**src/rtl/gray9_step_counter.sv**
```systemverilog
// gray9_step_counter
// Turns raw UP/DN buttons into a 0..8 position and outputs it as a registered
// Gray code for the 9-position Gray-to-binary converter. Each button passes
// through a synchronizer, a debouncer and a rising-edge detector. The counter
// also supports a parallel load, wrap/saturate at the ends, a wrap pulse, and
// an error pulse for an illegal load value.
module gray9_step_counter #(
  parameter int SYNC_STAGES = 2,
  parameter int DEB_CYC     = 4,
  parameter int WRAP_EN     = 1
) (
  input  logic       CLK,
  input  logic       RST_N,
  input  logic       UP,
  input  logic       DN,
  input  logic       LOAD,
  input  logic [3:0] LD_VAL,
  output logic [3:0] GOUT,
  output logic [3:0] POS,
  output logic       WRAP,
  output logic       ERR
);

  // Terminal debounce count. The level is accepted when the counter reaches
  // this value while the two levels still differ.
  localparam logic [7:0] DEB_LAST = 8'(DEB_CYC - 1);

  // Highest legal position.
  localparam logic [3:0] POS_MAX = 4'd8;

  // Per-button signals. Index 0 is UP and index 1 is DN.
  logic [1:0]             w_raw;
  logic [SYNC_STAGES-1:0] r_sync [2];
  logic [1:0]             w_synced;
  logic [7:0]             r_debCnt [2];
  logic [1:0]             r_deb;
  logic [1:0]             r_debPrev;
  logic [1:0]             w_req;
  logic                   w_upReq;
  logic                   w_dnReq;

  // Counter state and its next-state values.
  logic [3:0] r_pos;
  logic [3:0] r_gout;
  logic       r_wrap;
  logic       r_err;
  logic [3:0] w_nextPos;
  logic       w_nextWrap;
  logic       w_nextErr;

  assign w_raw    = {DN, UP};
  assign w_synced = {r_sync[1][SYNC_STAGES-1], r_sync[0][SYNC_STAGES-1]};

  // A step request is a rising edge of the debounced level.
  // Falling edges (button release) never move the counter.
  assign w_req   = r_deb & ~r_debPrev;
  assign w_upReq = w_req[0];
  assign w_dnReq = w_req[1];

  // Fixed position-to-Gray mapping. Codes change by one bit between
  // neighbours, except across the 8<->0 wrap.
  function automatic logic [3:0] grayOf(input logic [3:0] p);
    logic [3:0] g;
    case (p)
      4'd0:    g = 4'b0000;
      4'd1:    g = 4'b0001;
      4'd2:    g = 4'b0011;
      4'd3:    g = 4'b0010;
      4'd4:    g = 4'b0110;
      4'd5:    g = 4'b0111;
      4'd6:    g = 4'b0101;
      4'd7:    g = 4'b0100;
      4'd8:    g = 4'b1100;
      default: g = 4'b0000;
    endcase
    return g;
  endfunction

  // Shift each raw button through its own metastability synchronizer chain.
  always_ff @(posedge CLK or negedge RST_N) begin
    if (!RST_N) begin
      for (int i = 0; i < 2; i++) begin
        r_sync[i] <= '0;
      end
    end else begin
      for (int i = 0; i < 2; i++) begin
        r_sync[i] <= {r_sync[i][SYNC_STAGES-2:0], w_raw[i]};
      end
    end
  end

  // Accept a new synchronized level only after it has differed from the
  // debounced level for DEB_CYC consecutive cycles.
  always_ff @(posedge CLK or negedge RST_N) begin
    if (!RST_N) begin
      for (int i = 0; i < 2; i++) begin
        r_debCnt[i] <= '0;
      end
      r_deb <= '0;
    end else begin
      for (int i = 0; i < 2; i++) begin
        if (w_synced[i] != r_deb[i]) begin
          if (r_debCnt[i] == DEB_LAST) begin
            r_deb[i]    <= w_synced[i];
            r_debCnt[i] <= '0;
          end else begin
            r_debCnt[i] <= r_debCnt[i] + 8'd1;
          end
        end else begin
          r_debCnt[i] <= '0;
        end
      end
    end
  end

  // Remember last cycle's debounced levels for rising-edge detection.
  always_ff @(posedge CLK or negedge RST_N) begin
    if (!RST_N) begin
      r_debPrev <= '0;
    end else begin
      r_debPrev <= r_deb;
    end
  end

  // Pick the next position. A load overrides any step. Opposing step
  // requests in the same cycle cancel each other.
  always_comb begin
    w_nextPos  = r_pos;
    w_nextWrap = 1'b0;
    w_nextErr  = 1'b0;
    if (LOAD) begin
      if (LD_VAL <= POS_MAX) begin
        w_nextPos = LD_VAL;
      end else begin
        w_nextErr = 1'b1;
      end
    end else if (w_upReq && !w_dnReq) begin
      if (r_pos == POS_MAX) begin
        if (WRAP_EN != 0) begin
          w_nextPos  = 4'd0;
          w_nextWrap = 1'b1;
        end
      end else begin
        w_nextPos = r_pos + 4'd1;
      end
    end else if (w_dnReq && !w_upReq) begin
      if (r_pos == 4'd0) begin
        if (WRAP_EN != 0) begin
          w_nextPos  = POS_MAX;
          w_nextWrap = 1'b1;
        end
      end else begin
        w_nextPos = r_pos - 4'd1;
      end
    end
  end

  // Register the position and its Gray code together so they always agree.
  // The pulse outputs last for exactly one cycle.
  always_ff @(posedge CLK or negedge RST_N) begin
    if (!RST_N) begin
      r_pos  <= '0;
      r_gout <= '0;
      r_wrap <= 1'b0;
      r_err  <= 1'b0;
    end else begin
      r_pos  <= w_nextPos;
      r_gout <= grayOf(w_nextPos);
      r_wrap <= w_nextWrap;
      r_err  <= w_nextErr;
    end
  end

  assign POS  = r_pos;
  assign GOUT = r_gout;
  assign WRAP = r_wrap;
  assign ERR  = r_err;

endmodule

```
**config.mk**
```make
export PLATFORM = sky130hd
export DESIGN_NAME = gray9_step_counter
export DESIGN_NICKNAME = d
export VERILOG_FILES = /design/src/rtl/gray9_step_counter.sv
export SDC_FILE = /design/constraint.sdc
export NUM_CORES = 1
export LEC_CHECK = 0
export BUFFER_PORTS_ARGS = -buffer_cell sky130_fd_sc_hd__buf_2
export CORE_MARGIN = 2
export CORE_UTILIZATION = 35
export DETAILED_ROUTE_END_ITERATION = 8
export MAX_ROUTING_LAYER = met4
export PLACE_DENSITY = 0.55
export SYNTH_ARGS = -nofsm -noshare
export SYNTH_HDL_FRONTEND = slang
export SYNTH_SLANG_ARGS = --single-unit
export TNS_END_PERCENT = 100
```
**constraint.sdc**
```tcl
create_clock -name CLK -period 7.03 [get_ports CLK]
set_clock_uncertainty 0.2 [all_clocks]
set_input_delay 0.3515 -clock CLK [delete_from_list [all_inputs] [get_ports CLK]]
set_output_delay 0.3515 -clock CLK [all_outputs]
set_load 0.1 [all_outputs]
```
==> reports/results.ini, run 1 <==
[place]
portBuffers=18
place_congestion=0.8954
post-place-ws_ns=4.551
hpwl_um=2464
placedInstanceArea_um2=1914

[global_routing]
grt_pass1_wl_um=5837
track_usage=0.1393
grt_start_max_net_pins=35
grt_pass1_vias=1288
antenna_found_initial=0
grt_overflow=0

[clocking]
cts_setup_buffers=0
worstSkewPairLatency_ns=0.27
numCtsBuffers=5
path_clk_slew_ns=0.06
cts.repair.resized=0
clockBufferDepth=2
cts_tree=yes
clockRootBuffer=clkbuf_8
clock_sinks=34
cts.htree.levels=2
hold_buffers=3

[power_and_ir_drop]
power_density_nw_per_um2=459.0
leakagePower_nw=0.9377
ir_worst_vdd_v=0.0003893

[worst_setup_path]
cp-end-kind=register
cp_max_fo=8
worst-path-buf-inv=1
path_cells=inv_1, ha_1, nand2b_1, o21a_1, o31ai_1, o32a_1, ha_1, or3b_1, mux2i_1
worstPathArrival_ns=2.49
critPathRequiredTime_ns=7.02
r2r_setup_slack_ns=4.53
crit_top_cell=ha_1
max_stage_delay_ns=0.46
start_kind=register
slowest_stage=dfrtp_1
cp_top_family=compound AO/OA/AOI/OAI gates
worstSetupPathType=register to register

[sta]
grt_setup_unrepaired=false
timing.fmax_ghz=0.4000
worst_slack_ns=4.530
min_period_over_period=0.3556
hold_viol_final=0
tightestPinTransition_ns=0.7323
period_needed_ns=2.500
drv_slew=0
setup_viol=0
relSlewSlack=0.5118
tns_ns=0

[yosys]
ys_types=50
synth-edff-count=0
avgSynthCellArea_um2=11.08
seq_area_frac_synth=0.4830
ys.flop_type=dfrtp_1
syn_inst=159
yosysWarnings=0
synthesis.area_um2=1762
yosys_register_bits=34
async_reset_ff_frac=1.000
syn-num-nets=173

[final_layout]
n_antenna_cell=0
fillerInstances=459
nets=198
final_cell_mix=dfrtp_1 (34), nor2_1 (20), buf_2 (18)
final_area_um2=2057
final_core_util=0.4298
final_common_cell=dfrtp_1
area_growth_pct=16.76
drive_gt1_frac=0.2446

[routing]
drt_drc_violations_left=0
dr.pass1.iters=4
drtIter0Drc=47
m1WireLength_um=1547
num_vias=1271
dr_wl_met3_um=96
vias_per_cell=5.064
highest_layer=met4
dr_wl_met2_um=1688
drt_wl_total_um=3346
ant_nets=0
wire_per_inst_um=13.33

[worst_hold_path]
hold_class=register to register

[floorplanning]
die_w_um=74.95
dieArea_um2=5617
start_util=0.3681
ios=19
rows=25
coreArea_um2=4786
dieHeight_um=74.95

[run]
maxCapViolations=0

[status]
status=complete, no violations

-- sequential cells by signal, summed over array words and instances, names as in the netlist --
register	flops
GOUT	4
POS	4
r_deb	2
ERR	1
r_debPrev	2
WRAP	1
r_sync	4
r_debCnt	16
-- power breakdown --
part           internal, W  total [W]  switching, W  leakage (nW)
combinational     0.000132   0.000462      0.000330         0.441
clock             0.000113   0.000178     0.0000646        0.0573
sequential        0.000243   0.000304     0.0000606         0.440
total             0.000489   0.000944      0.000455         0.938
-- kinds of logic (layout without fill, tap and decap cells) --
| group | Yosys count | count (layout) | synth area share |
|---|---|---|---|
| AO/OA/AOI/OAI | 25 | 25 | 0.1442 |
| XOR/XNOR | 15 | 15 | 0.07458 |
| adder cells (fa/ha/maj) | 5 | 5 | 0.03551 |
| buffers and inverters | 10 | 35 | 0.02699 |
| flip-flops | 34 | 34 | 0.4830 |
| multiplexers | 3 | 3 | 0.01847 |
| AND/OR/NAND/NOR | 67 | 67 | 0.2173 |
-- cells in the mapped netlist, drive strengths merged (3+ instances only) --
| master | number | area (um^2) |
|---|---|---|
| ha | 5 | 62.56 |
| buf | 3 | 21.27 |
| xnor2 | 3 | 26.28 |
| nand2 | 8 | 32.54 |
| o21a | 3 | 22.52 |
| nand3 | 13 | 75.07 |
| and3 | 7 | 43.79 |
| nor3 | 4 | 30.03 |
| dfrtp | 34 | 850.8 |
| inv | 7 | 26.28 |
| xor2 | 12 | 105.1 |
| nand2b | 3 | 21.27 |
| nor2 | 21 | 86.33 |
-- stage by stage --
step / hold WS, ns / cells / total power [W]
6_report: 0.1495 / 251 / 0.0009440
5_1_grt: 0.1625 / 251 / 0.001001
4_1_cts: 0.1529 / 251 / 0.0009537
3_5_place_dp: 0.1372 / 241 / 0.0007675
3_3_place_gp: 0.1333 / 241 / 0.0007629
2_1_floorplan: -0.1441 / 159 / 0.0006872
-- final cells by class --
class | count | area (um^2) | area share
Clock buffer | 6 | 82.58 | 0.04015
Clock inverter | 1 | 30.03 | 0.01460
Inverter | 7 | 26.28 | 0.01277
Multi-Input combinational cell | 115 | 863.3 | 0.4197
Sequential cell | 34 | 850.8 | 0.4136
Tap cell | 67 | 83.83 | 0.04075
Timing Repair Buffer | 21 | 120.1 | 0.05839
-- per-layer routing --
| metal | global-route usage | vias to the layer above |
|---|---|---|
| met5 | - | - |
| met1 | 0.1750 | 635 |
| met2 | 0.2261 | 19 |
| met4 | 0.03571 | 0 |
| li1 | - | 615 |
| met3 | 0.03347 | 2 |
-- final timing paths --
check / from / to / cells after the start
worst min-delay path: r_sync[0]$_DFF_PN0_ / r_sync[1]$_DFF_PN0_ / 0
min in group asynchronous: RST_N / r_debCnt[12]$_DFF_PN0_ / 2
worst min register to register: r_sync[0]$_DFF_PN0_ / r_sync[1]$_DFF_PN0_ / 0
max in group asynchronous: RST_N / GOUT[3]$_DFF_PN0_ / 2
worst max register to register: POS[0]$_DFF_PN0_ / GOUT[2]$_DFF_PN0_ / 9
worst max-delay path: POS[0]$_DFF_PN0_ / GOUT[2]$_DFF_PN0_ / 9
No activity file was read; power rests on OpenSTA's default activity.
==> run 2, diff against run 1 <==
--- a/config.mk
+++ b/config.mk
@@ -10,7 +10,7 @@
 export CORE_UTILIZATION = 35
 export DETAILED_ROUTE_END_ITERATION = 8
 export MAX_ROUTING_LAYER = met4
-export PLACE_DENSITY = 0.55
+export PLACE_DENSITY = 0.57
 export SYNTH_ARGS = -nofsm -noshare
 export SYNTH_HDL_FRONTEND = slang
 export SYNTH_SLANG_ARGS = --single-unit
==> constraint.sdc (replaced) <==
create_clock -name CLK -period 2.2 [get_ports CLK]
set_clock_uncertainty 0.2 [all_clocks]
set_input_delay 0.11 -clock CLK [delete_from_list [all_inputs] [get_ports CLK]]
set_output_delay 0.11 -clock CLK [all_outputs]
set_load 0.1 [all_outputs]
==> run 2 against run 1 <==
Against the previous run: the run now ends with negative setup slack left; sequential share of layout area down 3.0 points; total power rose to 3.5 times the previous value; fmax up 9.2%; global-route usage up 1.2 points; setup slack worse by 4.6 ns; clock power rose to 2.6 times the previous value; clock-buffer cell count down 1; die area unchanged.
==> reports/results.ini, run 2 (synthesis results as in run 1) <==
[status]
status=finished, violations left
violations=negative setup slack

[place]
portBuffers=18  ; unchanged
post-place-ws_ns=-0.07602  ; -4.627 ns
hpwl_um=2641  ; +7.2%
place_congestion=0.8830  ; -1.4%
placedInstanceArea_um2=2090  ; +9.1%

[final_layout]
fillerInstances=464  ; +1.1%
registers.top_by_ff_count=r_debCnt
drive_gt1_frac=0.3805  ; +0.1359
largest_reg_flops=16  ; unchanged
final_area_um2=2255  ; +9.6%
nets=218  ; +10%
final_cell_mix=dfrtp_1 (30), nor2_1 (20), buf_2 (18), buf_4 (18), xor2_1 (12)
n_antenna_cell=0  ; unchanged
area_growth_pct=27.98
final_common_cell=dfrtp_1

[sta]
min_period_over_period=1.040  ; +0.6848
timing.fmax_ghz=0.4369  ; +9.2%
tns_ns=-0.1628  ; -0.1628 ns
tightestPinTransition_ns=0.7532  ; +0.02087 ns
setup_viol=2  ; +2
hold_viol_final=0  ; unchanged
drv_slew=0  ; unchanged
worst_slack_ns=-0.08883  ; -4.619 ns
grt_setup_unrepaired=true
period_needed_ns=2.289  ; -0.2111 ns
relSlewSlack=0.4979  ; -0.01392

[clocking]
clock_sinks=34  ; unchanged
cts.htree.levels=2  ; unchanged
numCtsBuffers=5  ; unchanged
worstSkewPairLatency_ns=0.28  ; about the same
cts_tree=yes
path_clk_slew_ns=0.08  ; +0.02 ns
clockRootBuffer=clkbuf_8
clockBufferDepth=2  ; unchanged

[worst_setup_path]
cp-end-kind=register
worstPathArrival_ns=2.30  ; -0.19 ns
timing.rr.start=POS[1]$_DFF_PN0_
reg2reg_to=GOUT[2]$_DFF_PN0_
r2r_setup_slack_ns=-0.09  ; -4.62 ns
reg2regPathDepth=9  ; unchanged
cp-startpoint=POS[1]$_DFF_PN0_
critPathRequiredTime_ns=2.21  ; -4.81 ns
cp-endpoint=GOUT[2]$_DFF_PN0_
cp_max_fo=4  ; -4
worstSetupPathType=register to register
start_kind=register

[floorplanning]
dieHeight_um=74.95  ; unchanged
dieArea_um2=5617  ; unchanged
coreArea_um2=4786  ; unchanged
ios=19  ; unchanged
start_util=0.3681  ; unchanged
die_w_um=74.95  ; unchanged
rows=25  ; unchanged

[worst_hold_path]
hold_class=input port to register
hold_depth=2  ; +2

[routing]
drt_wl_total_um=3601  ; +7.6%
ant_nets=0  ; unchanged
vias_per_cell=4.868  ; -3.9%
drt_drc_violations_left=0  ; unchanged
wire_per_inst_um=13.24  ; -0.69%
num_vias=1324  ; +4.2%
dr.pass1.iters=4  ; unchanged
drtIter0Drc=61  ; +30%

[global_routing]
track_usage=0.1512  ; +0.01187
use_met2=0.2349  ; +0.008772
met1_usage=0.1862  ; +0.01125
antenna_found_initial=0  ; unchanged
grt_overflow=0  ; unchanged
grt_pass1_vias=1389  ; +7.8%
top_usage_layer=met2
grt_pass1_wl_um=6175  ; +5.8%
grt_start_max_net_pins=35  ; unchanged
grt_util_met3=0.03213  ; -0.001339

[run]
maxCapViolations=0  ; unchanged

[power_and_ir_drop]
power_density_nw_per_um2=1450  ; +220%
ir_worst_vdd_v=0.0006261  ; +61%
leakagePower_nw=1.023  ; +9.1%

[run 2: critical path: stages (launching register included)]
cell      delay, ns
dfrtp_4        0.50
inv_4          0.08
ha_4           0.16
nand2b_4       0.05
o21a_1         0.17
o31ai_2        0.26
o32a_1         0.18
ha_1           0.13
or3b_4         0.37
mux2i_1        0.13
[run 2: power by group]
group | leakage [nW] | internal (W) | total, W | switching [W]
logic | 0.543 | 0.000663 | 0.00185 | 0.00118
registers | 0.435 | 0.000802 | 0.000967 | 0.000165
clock network | 0.0441 | 0.000222 | 0.000455 | 0.000233
total | 1.02 | 0.00169 | 0.00327 | 0.00158
[run 2: cell type report]
| class | count | area (um^2) | area share |
|---|---|---|---|
| Multi-Input combinational cell | 115 | 910.9 | 0.4040 |
| Sequential cell | 34 | 865.8 | 0.3840 |
| Clock buffer | 5 | 68.82 | 0.03052 |
| Clock inverter | 3 | 21.27 | 0.009434 |
| Inverter | 7 | 28.78 | 0.01276 |
| Timing Repair Buffer | 41 | 275.3 | 0.1221 |
| Tap cell | 67 | 83.83 | 0.03718 |
[run 2: how the worst min path moves through the flow]
| stage | startpoint | endpoint | slack [ns] |
|---|---|---|---|
| floorplan | RST_N | ERR$_DFF_PN0_ | -0.39 |
| global placement | RST_N | r_debCnt[8]$_DFF_PN0_ | 0.01 |
| detailed placement | DN | r_sync[0]$_DFF_PN0_ | 0.02 |
| CTS | LOAD | WRAP$_DFF_PN0_ | 0.03 |
| global route | LOAD | WRAP$_DFF_PN0_ | 0.06 |
| finish | LOAD | WRAP$_DFF_PN0_ | 0.04 |
[run 2: stage by stage]
stage	hold slack, ns	total power, W	util	instances
final	0.04252	0.003269	0.4711	272
after global routing	0.05580	0.003465	0.4711	272
after CTS	0.02970	0.003253	0.4675	270
after detailed placement	0.01932	0.002774	0.4366	256
after global placement	0.01186	0.002737	0.4366	256
after floorplan	-0.3856	0.002308	-	159
[run 2: metal layers]
metal	part of all wire	vias up
li1	-	658
met1	0.48	637
met2	0.47	23
met3	0.030	6
met4	0.017	0
met5	0	-
[run 2: what timing repair did]
action | in CTS | in global routing
setup buffers | 1 | 2
hold buffers | 5 | 0
gates resized for setup | 0 | 1
endpoints found under the setup margin | 2 | 2
hold endpoints to repair | 37 | 0
